### config.mk
export PLATFORM = sky130hd
export DESIGN_NAME = mem_job_sequencer
export DESIGN_NICKNAME = d
export VERILOG_FILES = /design/src/rtl/mem_job_sequencer.sv
export SDC_FILE = /design/constraint.sdc
export NUM_CORES = 1
export LEC_CHECK = 0
export CORE_MARGIN = 2
export CORE_UTILIZATION = 39
export CTS_CLUSTER_DIAMETER = 200
export CTS_CLUSTER_SIZE = 14
export DETAILED_ROUTE_END_ITERATION = 12
export MAX_ROUTING_LAYER = met4
export PLACE_DENSITY = 0.66
export SLEW_MARGIN = 20
export SYNTH_ARGS = -nofsm -noshare
export SYNTH_HDL_FRONTEND = slang
export SYNTH_SLANG_ARGS = --single-unit
### constraint.sdc
create_clock -name clk -period 3.2 [get_ports clk]
set_clock_uncertainty 0.1 [all_clocks]
set_input_delay 0.64 -clock clk [delete_from_list [all_inputs] [get_ports clk]]
set_output_delay 0.64 -clock clk [all_outputs]
set_load 0.05 [all_outputs]
### src/rtl/mem_job_sequencer.sv
// Drives the RAM master on behalf of the miner: polls the host flag, streams the block,
// consumes the job, then posts the nonce and done flag. One RAM transaction outstanding at a time.
module mem_job_sequencer #(
  parameter logic [27:0] FLAG_ATOM_ADDR = 28'h8000000,
  parameter logic [27:0] FLAG_HW_ADDR   = 28'h8000004,
  parameter logic [27:0] BLOCK_ADDR     = 28'h8000008,
  parameter logic [27:0] NONCE_ADDR     = 28'h8000068,
  parameter int unsigned BLOCK_WORDS    = 24,
  parameter logic [31:0] NEW_JOB_MAGIC  = 32'hAAAA0000,
  parameter logic [31:0] DONE_MAGIC     = 32'hBBBB0000,
  parameter int unsigned POLL_GAP       = 16,
  parameter int unsigned TIMEOUT        = 1024
) (
  input  logic        clk,
  input  logic        reset,
  output logic        mc_go,
  output logic        mc_rdwr,
  output logic [27:0] mc_addr,
  output logic [31:0] mc_wdata,
  input  logic        mc_rdata_valid,
  input  logic [31:0] mc_rdata,
  input  logic        mc_wr_done,
  output logic [31:0] blk_word,
  output logic [4:0]  blk_idx,
  output logic        blk_valid,
  output logic        job_start,
  input  logic        nonce_valid,
  input  logic [31:0] nonce,
  output logic        nonce_accept,
  output logic        busy,
  output logic        err,
  output logic [15:0] jobs_done
);

  localparam int unsigned TW = $clog2(TIMEOUT + 1);

  typedef enum logic [3:0] {
    IDLE, POLL_REQ, POLL_WAIT, BLK_REQ, BLK_WAIT, CLR_REQ, CLR_WAIT,
    MINING, NONCE_REQ, NONCE_WAIT, DONE_REQ, DONE_WAIT
  } state_t;

  state_t        state;
  logic [15:0]   gap_cnt;
  logic [4:0]    idx;
  logic [TW-1:0] tmo_cnt;
  logic          rd_wait;
  logic          wr_wait;
  logic          completed;
  logic [4:0]    idx_next;

  assign rd_wait   = (state == POLL_WAIT) || (state == BLK_WAIT);
  assign wr_wait   = (state == CLR_WAIT) || (state == NONCE_WAIT) || (state == DONE_WAIT);
  assign completed = (rd_wait && mc_rdata_valid) || (wr_wait && mc_wr_done);
  assign idx_next  = idx + 5'd1;

  always_ff @(posedge clk) begin
    if (!reset) begin
      state        <= IDLE;
      gap_cnt      <= '0;
      idx          <= '0;
      tmo_cnt      <= '0;
      mc_go        <= 1'b0;
      mc_rdwr      <= 1'b0;
      mc_addr      <= '0;
      mc_wdata     <= '0;
      blk_word     <= '0;
      blk_idx      <= '0;
      blk_valid    <= 1'b0;
      job_start    <= 1'b0;
      nonce_accept <= 1'b0;
      busy         <= 1'b0;
      err          <= 1'b0;
      jobs_done    <= '0;
    end else begin
      mc_go        <= 1'b0;
      blk_valid    <= 1'b0;
      job_start    <= 1'b0;
      nonce_accept <= 1'b0;
      if ((rd_wait || wr_wait) && !completed) begin
        // Abandon a stuck transaction; the job is dropped, not retried or counted.
        if (tmo_cnt == TW'(TIMEOUT - 1)) begin
          err     <= 1'b1;
          state   <= IDLE;
          busy    <= 1'b0;
          gap_cnt <= '0;
        end else begin
          tmo_cnt <= tmo_cnt + TW'(1);
        end
      end else begin
        unique case (state)
          IDLE: begin
            if (gap_cnt == 16'(POLL_GAP - 1)) begin
              gap_cnt  <= '0;
              state    <= POLL_REQ;
              busy     <= 1'b1;
              mc_go    <= 1'b1;
              mc_rdwr  <= 1'b0;
              mc_addr  <= FLAG_ATOM_ADDR;
              mc_wdata <= '0;
            end else begin
              gap_cnt <= gap_cnt + 16'd1;
            end
          end
          POLL_REQ:  begin state <= POLL_WAIT;  tmo_cnt <= '0; end
          BLK_REQ:   begin state <= BLK_WAIT;   tmo_cnt <= '0; end
          CLR_REQ:   begin state <= CLR_WAIT;   tmo_cnt <= '0; end
          NONCE_REQ: begin state <= NONCE_WAIT; tmo_cnt <= '0; end
          DONE_REQ:  begin state <= DONE_WAIT;  tmo_cnt <= '0; end
          POLL_WAIT: begin
            if (mc_rdata == NEW_JOB_MAGIC) begin
              idx      <= '0;
              state    <= BLK_REQ;
              mc_go    <= 1'b1;
              mc_rdwr  <= 1'b0;
              mc_addr  <= BLOCK_ADDR;
              mc_wdata <= '0;
            end else begin
              state <= IDLE;
              busy  <= 1'b0;
            end
          end
          BLK_WAIT: begin
            blk_word  <= mc_rdata;
            blk_idx   <= idx;
            blk_valid <= 1'b1;
            mc_go     <= 1'b1;
            if (idx == 5'(BLOCK_WORDS - 1)) begin
              state    <= CLR_REQ;
              mc_rdwr  <= 1'b1;
              mc_addr  <= FLAG_ATOM_ADDR;
              mc_wdata <= '0;
            end else begin
              idx      <= idx_next;
              state    <= BLK_REQ;
              mc_rdwr  <= 1'b0;
              mc_addr  <= BLOCK_ADDR + {21'd0, idx_next, 2'b00};
              mc_wdata <= '0;
            end
          end
          CLR_WAIT: begin
            job_start <= 1'b1;
            state     <= MINING;
          end
          MINING: begin
            // The nonce is latched straight into the write-data register.
            if (nonce_valid) begin
              nonce_accept <= 1'b1;
              state        <= NONCE_REQ;
              mc_go        <= 1'b1;
              mc_rdwr      <= 1'b1;
              mc_addr      <= NONCE_ADDR;
              mc_wdata     <= nonce;
            end
          end
          NONCE_WAIT: begin
            state    <= DONE_REQ;
            mc_go    <= 1'b1;
            mc_rdwr  <= 1'b1;
            mc_addr  <= FLAG_HW_ADDR;
            mc_wdata <= DONE_MAGIC;
          end
          DONE_WAIT: begin
            jobs_done <= jobs_done + 16'd1;
            state     <= IDLE;
            busy      <= 1'b0;
          end
          default: begin
            state <= IDLE;
            busy  <= 1'b0;
          end
        endcase
      end
    end
  end

endmodule
==> qor.csv <==
metric,value,unit
post_cts_buffers,0,
wire_per_inst,14.2,um
areaGrowthSynthToFinish,40.2,%
crit_slowest_cell,clkdlybuf4s50_1,
p_leak,3.03,nW
drive_gt1_share,7.15,%
antenna_found_initial,0,
die_x,129,um
clock_path_buffers,2,
start_util,40.1,%
clk_pin_slew_worst_paths,0.05,ns
n_antenna_cell,0,
routabilityCongestion,0.811,
drt_pass1_iterations,4,
max_stage_delay,0.64,ns
io_pins,189,
routed_via_density,5.08,
root_buffer,clkbuf_16,
critPathArrivalTime,2.79,ns
status,finished clean,
synth_warnings,0,
grt_use_total,20.2,%
final_cell_mix,"clkdlybuf4s50_1 (167), dfxtp_1 (135), nand2_1 (133)",
clock_latency,0.42,ns
h-tree-depth,4,
grt-ovfl-total,0,
holdWs,0.349,ns
setup_viol_count_final,0,
clkSinkCount,135,
instances_no_fill,1148,
critical_path_class,in2reg,
p_int,3.50,mW
grt_pass1_vias,5285,
setup_tns,0,ns
fmax,386,MHz
power.switching,1.95,mW
num_rows,45,
grt_use_met3,6.11,%
yosysUniqueCellTypes,61,
avgSynthCellArea,8.01,sq um
post_cts_resized,0,
syn_inst,764,
hold_viol,0,
synth_edf_count,0,
grt_use_met2,29.1,%
ys_seq_area_share,44.2,%
hpwl,11300,um
seqPwrFrac,34.4,%
drc,0,
vdd_ir_drop_max,0.000340,V
maxSlewHeadroom,49.6,%
critical_path_required,3.40,ns
ant_nets,0,
power_density,636,nW/um^2
fill_cells,1426,
die_h,129,um
portBuffers,167,
dp.cells,1117,
period_share,81.0,%
top_usage_layer,met2,
grt_max_degree,53,
p_comb_share,33.4,%
worst_pin_slew,0.749,ns
drv_cap,0,
cts_hold_buf,0,
cp-end-kind,flop,
slew_violations,0,
coreArea,15300,sq um
critPathLaunchType,input port,
swShare,35.8,%
ys_seq_elements,135,
fin_crit,2.59,ns
crit_family,buffers and inverters,
num_vias,5834,
cts-buffers-inserted,17,
wirelength,16300,um
worstPathMaxFanout,19,
dieArea,16700,sq um
use_met1,26.9,%
final_common_cell,clkdlybuf4s50_1,
grt_pass1_wl,26400,um
cp_num_buf_inv,3,
synth_area,6120,sq um
async_flop_share,0,%
drtIter0Drc,247,
worst_hold_path_type,reg2reg,
p_clk_share,32.1,%
power,5.45,mW
rsz0062_at_grt,no,
synth_ff_type,dfxtp_1,
layout.nets,999,
cts_tree,built,
path_cells,clkdlybuf4s50_1 > mux2i_1 > a221oi_1 > buf_12 > o2111ai_4 > buf_4 > nand2_1 > a21oi_1,
[path summary, 6_finish.rpt]
check | from | endpoint | slack (ns) | depth (start not counted)
max reg2reg | gap_cnt[12] | mc_wdata[5] | 0.70 | 7
min | mc_wdata[0] | mc_wdata[0] | 0.35 | 2
min reg2reg | mc_wdata[0] | mc_wdata[0] | 0.35 | 2
max | mc_wr_done | mc_wdata[5] | 0.61 | 8
[flip-flops by register name, indices dropped and copies added, names as in the netlist]
register and flops:
blk_word 32, mc_wdata 32, gap_cnt 16, jobs_done 16
tmo_cnt 11, mc_addr 7, blk_idx 5, idx 5
state 4, blk_valid 1, busy 1, err 1
job_start 1, mc_go 1, mc_rdwr 1, nonce_accept 1
[through the flow]
stage	setup slack [ns]	utilization [%]	instance area, sq um
after floorplan	0.928	-	6190
after global placement	0.235	52.8	8050
after detailed placement	0.158	52.8	8050
after CTS	0.608	56.2	8580
after global routing	0.451	56.2	8580
final	0.606	56.2	8580
[cell families after synthesis]
logic type,after synthesis,share of synthesized area (%)
AOI/OAI and AO/OA,161,15.8
other,1,0.0613
muxes,6,1.00
xor gates and xnor gates,26,3.72
adders and majority gates,5,1.02
and+or+nand+nor,352,27.3
buffers and inverters,78,6.87
DFF,135,44.2
[power groups by stage]
stage	combinational (mW)	clock (mW)	sequential (mW)
after floorplan	1.02	0	2.14
after global placement	1.82	0	1.91
after detailed placement	1.82	0	1.91
after CTS	1.82	1.79	1.88
after global routing	1.98	1.87	1.89
final	1.82	1.75	1.88
[synthesized netlist by cell type, types with 6 or more instances]
library cell / instances / area share (%)
dfxtp_1: 135 / 44
nand2_1: 133 / 8.2
a21oi_1: 78 / 6.4
nor2_1: 73 / 4.5
nand3_1: 41 / 3.4
clkbuf_1: 36 / 2.2
nor3_1: 31 / 2.5
o21ai_0: 24 / 2.0
buf_4: 23 / 2.8
a211oi_1: 14 / 1.7
xnor2_1: 13 / 1.9
xor2_1: 13 / 1.9
buf_2: 9 / 0.74
a31oi_1: 8 / 0.82
and2_1: 8 / 0.82
nand4_1: 8 / 0.82
nor3b_1: 7 / 0.86
and3_1: 6 / 0.61
and4_1: 6 / 0.86
[routing by layer]
metal  vias to the layer above  routed length (um)
met5                         -                   0
met4                         0                 240
met3                        17                1150
met2                       174                7080
met1                      2673                7850
li1                       2970                   -
[final cells by class]
class / instances / area [sq um] / share of cell area [%]
multi-input cells: 571 / 3090 / 36.0
flip-flops and latches: 135 / 2700 / 31.5
repair buffers: 196 / 1980 / 23.0
clock buffers: 23 / 478 / 5.57
well taps: 211 / 264 / 3.08
clock inverters: 8 / 50.0 / 0.583
inverters: 4 / 16.3 / 0.190
[worst reg2reg max path, stage by stage, from the launching register on]
cell and delay [ns]:
dfxtp_1 0.34, or4_1 0.56, nor4_2 0.30, nand2b_1 0.28, o2111ai_4 0.36, buf_4 0.30
nand2_1 0.07, a21oi_1 0.05
Power figures use the tool's default switching activity.
